--- src/rtl/game_pkg.sv ---
// game_pkg: shared state encoding, LFSR constants and helpers for the jump-game obstacle generator.
package game_pkg;
    typedef enum logic [1:0] {IDLE = 2'd0, RUN = 2'd1, OVER = 2'd2} state_e;
    localparam logic [7:0] LFSR_TAPS    = 8'hB8;
    localparam logic [7:0] DEFAULT_SEED = 8'hA5;
    localparam logic [1:0] MAX_LEVEL    = 2'd3;
    function automatic logic [7:0] lfsr_next(input logic [7:0] s);
        return {s[6:0], ^(s & LFSR_TAPS)};
    endfunction
endpackage

--- src/rtl/lfsr8.sv ---
// lfsr8: free-running 8-bit Fibonacci LFSR (taps 8,6,5,4), reloaded with seed on reset.
module lfsr8
    import game_pkg::*;
(
    input  logic       clk,
    input  logic       rst_n,
    input  logic [7:0] seed,
    output logic [7:0] q
);
    always_ff @(posedge clk or negedge rst_n)
        if (!rst_n) q <= seed;
        else q <= lfsr_next(q);
endmodule

--- src/rtl/barrier_gen.sv ---
// barrier_gen: game FSM, step timer, obstacle spawner/scroller and score keeper
// feeding the LED scan driver's barrier row.
module barrier_gen
    import game_pkg::*;
#(
    parameter int unsigned TICK_DIV  = 5_000_000,
    parameter int unsigned MIN_GAP   = 3,
    parameter logic [7:0]  LFSR_SEED = DEFAULT_SEED
) (
    input  logic       clk,
    input  logic       rst_n,
    input  logic       start,
    input  logic       halt,
    output logic [7:0] barrier,
    output logic [7:0] score,
    output logic [1:0] level,
    output logic       running
);
    localparam int TW = $clog2(TICK_DIV);
    state_e        state_q, state_d;
    logic [TW-1:0] tick_q, tick_d, top;
    logic [2:0]    gap_q, gap_d;
    logic [7:0]    barrier_q, barrier_d, score_q, score_d, lfsr;
    logic          step, spawn;

    lfsr8 u_lfsr (.clk(clk), .rst_n(rst_n), .seed(LFSR_SEED), .q(lfsr));

    assign level   = (score_q[7:4] >= {2'b00, MAX_LEVEL}) ? MAX_LEVEL : score_q[5:4];
    assign top     = TW'((TICK_DIV >> level) - 1);
    assign barrier = barrier_q;
    assign score   = score_q;
    assign running = state_q == RUN;

    // level only changes right after a step, when tick_q is 0, so ">=" also covers a shrunken period
    always_comb begin
        state_d   = state_q;
        tick_d    = tick_q;
        gap_d     = gap_q;
        barrier_d = barrier_q;
        score_d   = score_q;
        step      = 1'b0;
        spawn     = 1'b0;
        if (state_q == RUN) begin
            if (halt) state_d = OVER;
            else begin
                step   = tick_q >= top;
                tick_d = step ? '0 : tick_q + TW'(1);
                spawn  = step && gap_q >= 3'(MIN_GAP) && (lfsr & 8'h03) == 8'h00;
                if (step) begin
                    barrier_d = {spawn, barrier_q[7:1]};
                    gap_d     = spawn ? 3'd0 : (gap_q == 3'd7 ? gap_q : gap_q + 3'd1);
                    score_d   = (barrier_q[0] && score_q != 8'hFF) ? score_q + 8'd1 : score_q;
                end
            end
        end else if (start && !(state_q == OVER && halt)) begin
            state_d   = RUN;
            tick_d    = '0;
            gap_d     = '0;
            barrier_d = '0;
            score_d   = '0;
        end
    end

    always_ff @(posedge clk or negedge rst_n)
        if (!rst_n) begin
            state_q   <= IDLE;
            tick_q    <= '0;
            gap_q     <= '0;
            barrier_q <= '0;
            score_q   <= '0;
        end else begin
            state_q   <= state_d;
            tick_q    <= tick_d;
            gap_q     <= gap_d;
            barrier_q <= barrier_d;
            score_q   <= score_d;
        end
endmodule

--- config.mk ---
export PLATFORM = sky130hd
export DESIGN_NAME = barrier_gen
export DESIGN_NICKNAME = d
export VERILOG_FILES = /design/src/rtl/game_pkg.sv /design/src/rtl/lfsr8.sv /design/src/rtl/barrier_gen.sv
export SDC_FILE = /design/constraint.sdc
export NUM_CORES = 1
export LEC_CHECK = 0
export ABC_AREA = 1
export CORE_MARGIN = 2
export CORE_UTILIZATION = 58
export CTS_CLUSTER_DIAMETER = 150
export DETAILED_ROUTE_END_ITERATION = 7
export DONT_BUFFER_PORTS = 1
export GPL_ROUTABILITY_DRIVEN = 0
export PLACE_DENSITY = 0.77
export SLEW_MARGIN = 30
export SYNTH_ARGS = -nofsm -noshare
export SYNTH_HDL_FRONTEND = slang
export SYNTH_SLANG_ARGS = --single-unit
--- constraint.sdc ---
create_clock -name clk -period 2.6 [get_ports clk]
set_input_delay 0.26 -clock clk [delete_from_list [all_inputs] [get_ports clk]]
set_output_delay 0.26 -clock clk [all_outputs]
set_load 0.005 [all_outputs]
## Word-level counts from Yosys, hierarchy flattened

Cells that the tools add are included.

| storage, ports and cells | value |
|---|---|
| register bits | 52 |
| memories kept | 0 |
| input bits | 4 |
| output and inout port bits | 19 |
| word-level logic and storage cells | 59 |
| ROM bits | 0 |
| bits in writable memories | 0 |
| bits in latches | 0 |

| operators by class | value |
|---|---|
| shifts and indexed selects | 1 |
| reduce and logical (&&, ||, !) cells | 14 |
| multipliers | 0 |
| $lt $le $gt $ge | 3 |
| div/mod/pow operators | 0 |
| eq/ne operators | 9 |
| add/sub/neg operators | 4 |
| muxes and demuxes | 22 |
| bitwise logic cells | 0 |

Operators by type and width:

| cell | number |
|---|---|
| $mux W23 | 4 |
| $mux W8 | 8 |
| $add A23 B1 Y23 const B | 1 |
| $ge A23 B23 Y1 | 1 |
| $shr A23 B2 Y23 const A | 1 |
| $sub A23 B1 Y23 const B | 1 |
| $mux W3 | 6 |
| $add A8 B1 Y8 const B | 1 |
| $logic_not A8 Y1 | 1 |
| $mux W2 | 4 |
| $ne A8 B8 Y1 const B | 1 |
| $reduce_and A4 Y1 | 2 |
| $reduce_xor A8 Y1 | 1 |
| $logic_and A1 B1 Y1 | 5 |
| $ge A4 B2 Y1 const B | 1 |
| $ne A2 B1 Y1 const B | 2 |
| $ne A2 B2 Y1 const B | 2 |
| $reduce_and A2 Y1 | 2 |
| $add A3 B1 Y3 const B | 1 |
| $eq A3 B3 Y1 const B | 1 |
| $ge A3 B2 Y1 const B | 1 |
| $ne A3 B3 Y1 const B | 1 |
| $reduce_and A3 Y1 | 1 |
| $eq A2 B1 Y1 const B | 1 |
| other kinds (3) | 3 |

## Depth between registers and ports, before layout

Gate-level depths: netlist of the first run.

| depth | value |
|---|---|
| depth after elaboration | 11 |
| depth in mapped cells | 21 |

## Least setup slack after synthesis of the first run

No wires, ideal clock.

| timing path | value |
|---|---|
| path type | flip-flop to flip-flop |
| start | register score_q[6] (netlist: score[6]) |
| end | register tick_q[17] |
| period minus slack after synthesis | 2.740 ns |
| library setup time | 0.071 ns |
| slack | -0.140 ns |
| required time | 2.529 ns |
| data arrival time | 2.669 ns |
| cell stages (with the launch flop) | 19 |
| cells stage by stage | dfrtp_1 -> nor2_1 -> inv_1 -> nor2_1 -> inv_1 -> ha_1 -> inv_1 -> ha_1 -> nand2_1 -> inv_1 -> nand2_1 -> nand2_1 -> a21oi_2 -> nand4_2 -> nand2_4 -> inv_4 -> buf_6 -> buf_6 -> nor2_1 |

| on the way | value |
|---|---|
| longest elaborated chain between the ends | 8 |

Ends and longest elaborated chain:

| element | line | RTL |
|---|---|---|
| start: declaration | barrier_gen.sv:23 | `logic [7:0] barrier_q, barrier_d, score_q, score_d, lfsr;` |
| start signal: assignment | barrier_gen.sv:76 | `score_q <= score_d;` |
| $ge A4 B2 Y1 | barrier_gen.sv:28 | `assign level = (score_q[7:4] >= {2'b00, MAX_LEVEL}) ? MAX_LEVEL : score_q[5:4];` |
| $mux W2 | barrier_gen.sv:28 |  |
| net level[1] | barrier_gen.sv:16 | `output logic [1:0] level,` |
| $shr A23 B2 Y23 | barrier_gen.sv:29 | `assign top = TW'((TICK_DIV >> level) - 1);` |
| $sub A23 B1 Y23 | barrier_gen.sv:29 |  |
| $ge A23 B23 Y1 | barrier_gen.sv:46 | `step = tick_q >= top;` |
| $mux W23 | barrier_gen.sv:47 | `tick_d = step ? '0 : tick_q + TW'(1);` |
| $mux W23 | barrier_gen.sv:44 | `if (halt) state_d = OVER;` |
| $mux W23 | barrier_gen.sv:43 | `if (state_q == RUN) begin` |
| end signal: assignment | barrier_gen.sv:73 | `tick_q <= tick_d;` |
| end: declaration | barrier_gen.sv:21 | `logic [TW-1:0] tick_q, tick_d, top;` |

The timed path passes the listed nets, and every way through them passes these cells. The select of a mux whose other input is x is not followed.
A chain may end at the register's enable or synchronous reset.

## Final worst setup path of the first run

| timing path | value |
|---|---|
| start | register score_q[6] (netlist: score[6]) |
| end | register score_q[6] (netlist: score[6]) |

| on the way | value |
|---|---|
| longest elaborated chain between the ends | 7 |

Ends and longest elaborated chain:

| element | line |
|---|---|
| $ge A4 B2 Y1 | barrier_gen.sv:28 |
| $mux W2 | barrier_gen.sv:28 |
| $shr A23 B2 Y23 | barrier_gen.sv:29 |
| $sub A23 B1 Y23 | barrier_gen.sv:29 |
| $ge A23 B23 Y1 | barrier_gen.sv:46 |
| $ne A2 B1 Y1 (no source line) | n/a |
| $reduce_and A4 Y1 (no source line) | n/a |

Parallel ways exist; a longest one is shown, timed or not. The select of a mux whose other input is x is not followed.

==> impl_metrics.py, run 1 <==
metrics = {
    "worst_setup_path": {
        "critPathKind": "reg2reg",
        "worstRegToRegCells": 21,
        "r2r-start": "score[6]",
        "slowest_delay_ns": 0.41,
        "startpoint": "score[6]",
        "required_ns": 2.80,
        "cp-start-kind": "register",
        "crit_arrival_ns": 2.81,
        "cp_slowest_cell": "dfrtp_1",
        "crit_fanout": 8,
        "path_cells": "nor2_2 -> inv_2 -> nor2_4 -> inv_2 -> buf_6 -> ha_4 -> inv_2 -> ha_4 -> nand2_4 -> inv_1 -> nand2_1 -> nand2_1 -> nand2_1 -> nand2_2 -> nand2_2 -> nand4_4 -> nand2_4 -> clkinv_8 -> buf_8 -> nand3_2 -> nand2_2",
        "end_kind": "register",
    },
    "route": {
        "firstDrtPassIters": 5,
        "wire_per_inst_um": 16.4,
        "ant_nets": 0,
        "viasPerCell": 5.78,
        "drc": 0,
        "via_count": 2942,
        "drtIter0Drc": 315,
        "wirelength_um": 8360,
    },
    "pwr": {
        "p_switching_uw": 980,
        "seqPwrFrac_pct": 37.6,
        "swShare_pct": 39.2,
        "peakVddDrop_uv": 590,
        "powerDensity_nw_per_um2": 605,
        "pwr-share-comb_pct": 39.5,
        "p_int_mw": 1.52,
        "clkPwrFrac_pct": 22.8,
        "p_leak_nw": 1.89,
    },
    "global_route": {
        "grt.overflow.total": 0,
        "grt_usage_pct": 24.6,
        "antenna_found_initial": 0,
        "grt_max_degree": 53,
        "grt_pass1_wl_um": 12100,
        "grt_pass1_vias": 2662,
    },
    "sta": {
        "final.setup.worst_slack_ns": -0.00813,
        "min_period_ns": 2.61,
        "max_slew_margin_pct": 64.2,
        "timing.final.crit_share_pct": 100,
        "tns_ns": -0.0151,
        "drv_slew": 0,
        "rsz0062_at_grt": "true",
        "hold_ws_ns": 0.164,
        "fmax_ghz": 0.383,
        "hold_violations": 0,
        "skew_ns": 0.0115,
        "worst_pin_slew_ns": 0.536,
        "final-setup-viol-count": 2,
    },
    "floorplanning": {
        "start_util_pct": 59.5,
        "dieArea_um2": 6230,
        "ios": 23,
        "std_cell_rows": 27,
        "die_h_um": 78.9,
        "core_area_um2": 5470,
        "die_w_um": 78.9,
    },
    "synth": {
        "synth_area_per_cell_um2": 7.90,
        "synthCells": 412,
        "synth_nets": 447,
        "yosys_warnings": 0,
        "synth_seq_cells": 52,
        "synth.area.top_cells": "dfrtp_1 37%, nand2_1 13%, ha_1 12%, nor2_1 5.9%, inv_1 4.6%",
        "synth_edf_count": 0,
        "synth_top_cell_area_share_pct": 36.9,
        "yosysTopAreaCell": "dfrtp_1",
        "yosysSeqAreaShare_pct": 40.1,
        "ys_async_sr_fraction_pct": 100,
        "synth_top_flop_cell": "dfrtp_1",
        "yosysUniqueCellTypes": 32,
        "syn_area_um2": 3250,
    },
    "clocking": {
        "clk_pin_slew_ns": 0.10,
        "cts_buffers": 5,
        "clock_latency_ns": 0.31,
        "clk_path_buf_depth": 2,
        "cts_tree": "built",
        "htreeDepth": 2,
        "clkSinkCount": 52,
        "root_buffer": "clkbuf_8",
    },
    "finish": {
        "layout.cells.non_filler": 509,
        "fin_nets": 471,
        "n_antenna_cell": 0,
        "layout-drive-gt1-share_pct": 28.4,
        "area_delta_synth_final_pct": 27.0,
    },
    "placement": {
        "io_buffers": 0,
        "dp_cells": 489,
        "place_ws_ns": -0.0587,
        "dp_hpwl_um": 5140,
    },
    "status": {
        "failed_checks": "negative setup slack",
        "outcome": "finished with violations",
    },
    "flow_run": {
        "maxCapViolations": 0,
    },
    "hold_path": {
        "hold_start": "start",
        "min_path_cells": 2,
        "min_path_type": "in2reg",
    },
}
## critical path: cells and delay by family, from the launching register on
kind / cells / cell delay [ns]
fa+ha+maj: 2 / 0.35
buf+inv: 7 / 0.64
flops: 1 / 0.41
simple gates: 12 / 1.06
## synth_stat cells, drive strengths merged, types with 2 or more instances
library cell / instances
ha: 31
nand4: 10
xnor2: 3
dfstp: 4
nand3: 30
clkbuf: 2
xor2: 17
nor3b: 3
inv: 43
nor3: 10
o21ai: 16
nand2: 121
buf: 6
nor2: 53
dfrtp: 48
a21oi: 10
## cell families (layout without fill, tap and decap cells)
logic type | after synthesis | after routing | share of synthesized area (%)
compound gates | 29 | 29 | 4.77
flops | 52 | 52 | 40.1
fa+ha+maj | 31 | 31 | 11.9
simple gates | 229 | 229 | 31.1
buf+inv | 51 | 76 | 6.73
xor+xnor | 20 | 20 | 5.38
## per-layer routing
metal  vias up  global-route usage [%]  wire (µm)
li1       1366                       -          -
met4         0                    10.5        370
met1      1414                    30.6       3360
met5         -                       0          0
met2       122                    42.0       4220
met3        40                    4.55        415
## path summary, 6_finish.rpt
kind                               endpoint  slack (ns)
worst max-delay path               score[6]      -0.008
worst min-delay path             state_q[0]        0.16
worst max register to register     score[6]      -0.008
worst min register to register  u_lfsr.q[7]        0.37
max in group asynchronous       u_lfsr.q[7]        1.88
min in group asynchronous        barrier[3]        0.45
## placed cells by master, fill, tap and decap left out, drive strengths merged, types with 4 or more instances in the layout
cell type,Yosys,routed
xor2,17,17
nand3,30,30
nor2,53,53
nand2,121,121
nand4,10,10
o21ai,16,16
ha,31,31
inv,43,43
clkbuf,2,7
nor3,10,10
dfrtp,48,48
dfstp,4,4
a21oi,10,10
buf,6,23
## registers in the layout, indices dropped and copies added (netlist names)
signal,count
state_q,2
tick_q,23
barrier,8
score,8
gap_q,3
u_lfsr.q,8
## layout make-up
cell class / instances / area, µm²
clock buffers: 6 / 72.6
clock inverters: 2 / 38.8
fillers: 371 / 1340
inverters: 43 / 179
multi-input cells: 309 / 2170
flip-flops and latches: 52 / 1310
well taps: 72 / 90.1
repair buffers: 25 / 282
## power by group through the flow
stage / sequential [mW] / combinational (mW) / clock, mW
CTS: 0.937 / 0.744 / 0.576
detailed placement: 0.953 / 0.669 / 0
finish: 0.942 / 0.989 / 0.571
global route: 0.949 / 1.08 / 0.605
global placement: 0.950 / 0.651 / 0
floorplan: 0.937 / 0.520 / 0
## repair_timing
item,4_1_cts,5_1_grt
hold endpoints to repair,52,0
endpoints found under the setup margin,19,41
buffers inserted,1,8
gates resized for setup,14,94
hold buffers,2,0
gates cloned,0,1
pin swaps,5,34
## per-stage QoR
stage	area, µm²	total power [mW]	util [%]
floorplan	3260	1.46	-
global placement	3410	1.60	62.3
detailed placement	3410	1.62	62.3
CTS	3620	2.26	66.2
global route	4130	2.63	75.5
finish	4130	2.50	75.5
(Power assumes the default switching activity.)
==> run 2, diff against run 1 <==
--- a/config.mk
+++ b/config.mk
@@ -6,14 +6,14 @@
 export NUM_CORES = 1
 export LEC_CHECK = 0
 export ABC_AREA = 1
-export CORE_MARGIN = 2
-export CORE_UTILIZATION = 58
 export CTS_CLUSTER_DIAMETER = 150
 export DETAILED_ROUTE_END_ITERATION = 7
 export DONT_BUFFER_PORTS = 1
 export GPL_ROUTABILITY_DRIVEN = 0
-export PLACE_DENSITY = 0.77
+export GPL_TIMING_DRIVEN = 0
+export HOLD_SLACK_MARGIN = 0.1
 export SLEW_MARGIN = 30
 export SYNTH_ARGS = -nofsm -noshare
 export SYNTH_HDL_FRONTEND = slang
+export SYNTH_HIERARCHICAL = 1
 export SYNTH_SLANG_ARGS = --single-unit
==> run 2 against run 1 <==
The run now fails in 1_2_yosys.
==> impl_metrics.py, run 2 <==
metrics = {
    "synth": {
        "yosys-top-cells-count": "119 x nand2_1, 58 x nor2_1, 46 x inv_1, 44 x dfrtp_1, 30 x ha_1",
        "yosys_warnings": 0,
        "yosys_cells": 420,
        "synthAdderAreaFrac_pct": 12.0,
        "synth_compound_area_share_pct": 6.02,
        "yosysMostFrequentCell": "nand2_1",
        "synth_xor_area_share_pct": 4.21,
        "synth_top_flop_cell": "dfrtp_1",
        "yosysSeqAreaShare_pct": 35.3,
        "synth_top_cell_area_share_pct": 35.3,
        "synth_seq_cells": 44,
        "yosys.area_share.simple_pct": 34.1,
        "synth.area.top_cells": "dfrtp_1 35%, nand2_1 14%, ha_1 12%, nor2_1 7.0%, inv_1 5.5%",
        "yosysUniqueCellTypes": 37,
        "yosysTopAreaCell": "dfrtp_1",
        "ys_async_sr_fraction_pct": 100,
        "synth.area.mux_share_pct": 0.321,
        "yosys_area_um2": 3120,
        "synth_edf_count": 0,
        "synth_top_family_by_area": "simple AND/OR/NAND/NOR gates",
    },
    "status": {
        "haltStage": "1_2_yosys",
        "tool.error": "ERROR: Found 8 problems in 'check -assert'.",
        "outcome": "aborted with a tool error",
    },
}
[run 2: changes by cell type after synthesis, sizes merged, moves of 3 or more]
| cell | previous run | this run |
|---|---|---|
| xor2 | 17 | 13 |
| nor2 | 53 | 68 |
| dfrtp | 48 | 44 |
| inv | 43 | 50 |
| nand3 | 30 | 24 |
| nand4 | 10 | 7 |
| dfstp | 4 | 0 |
[run 2: cell families after synthesis]
logic type,Yosys count
buf+inv,58
xor+xnor,15
flops,44
compound gates,31
mux,1
other cells,2
fa+ha+maj,30
simple gates,239
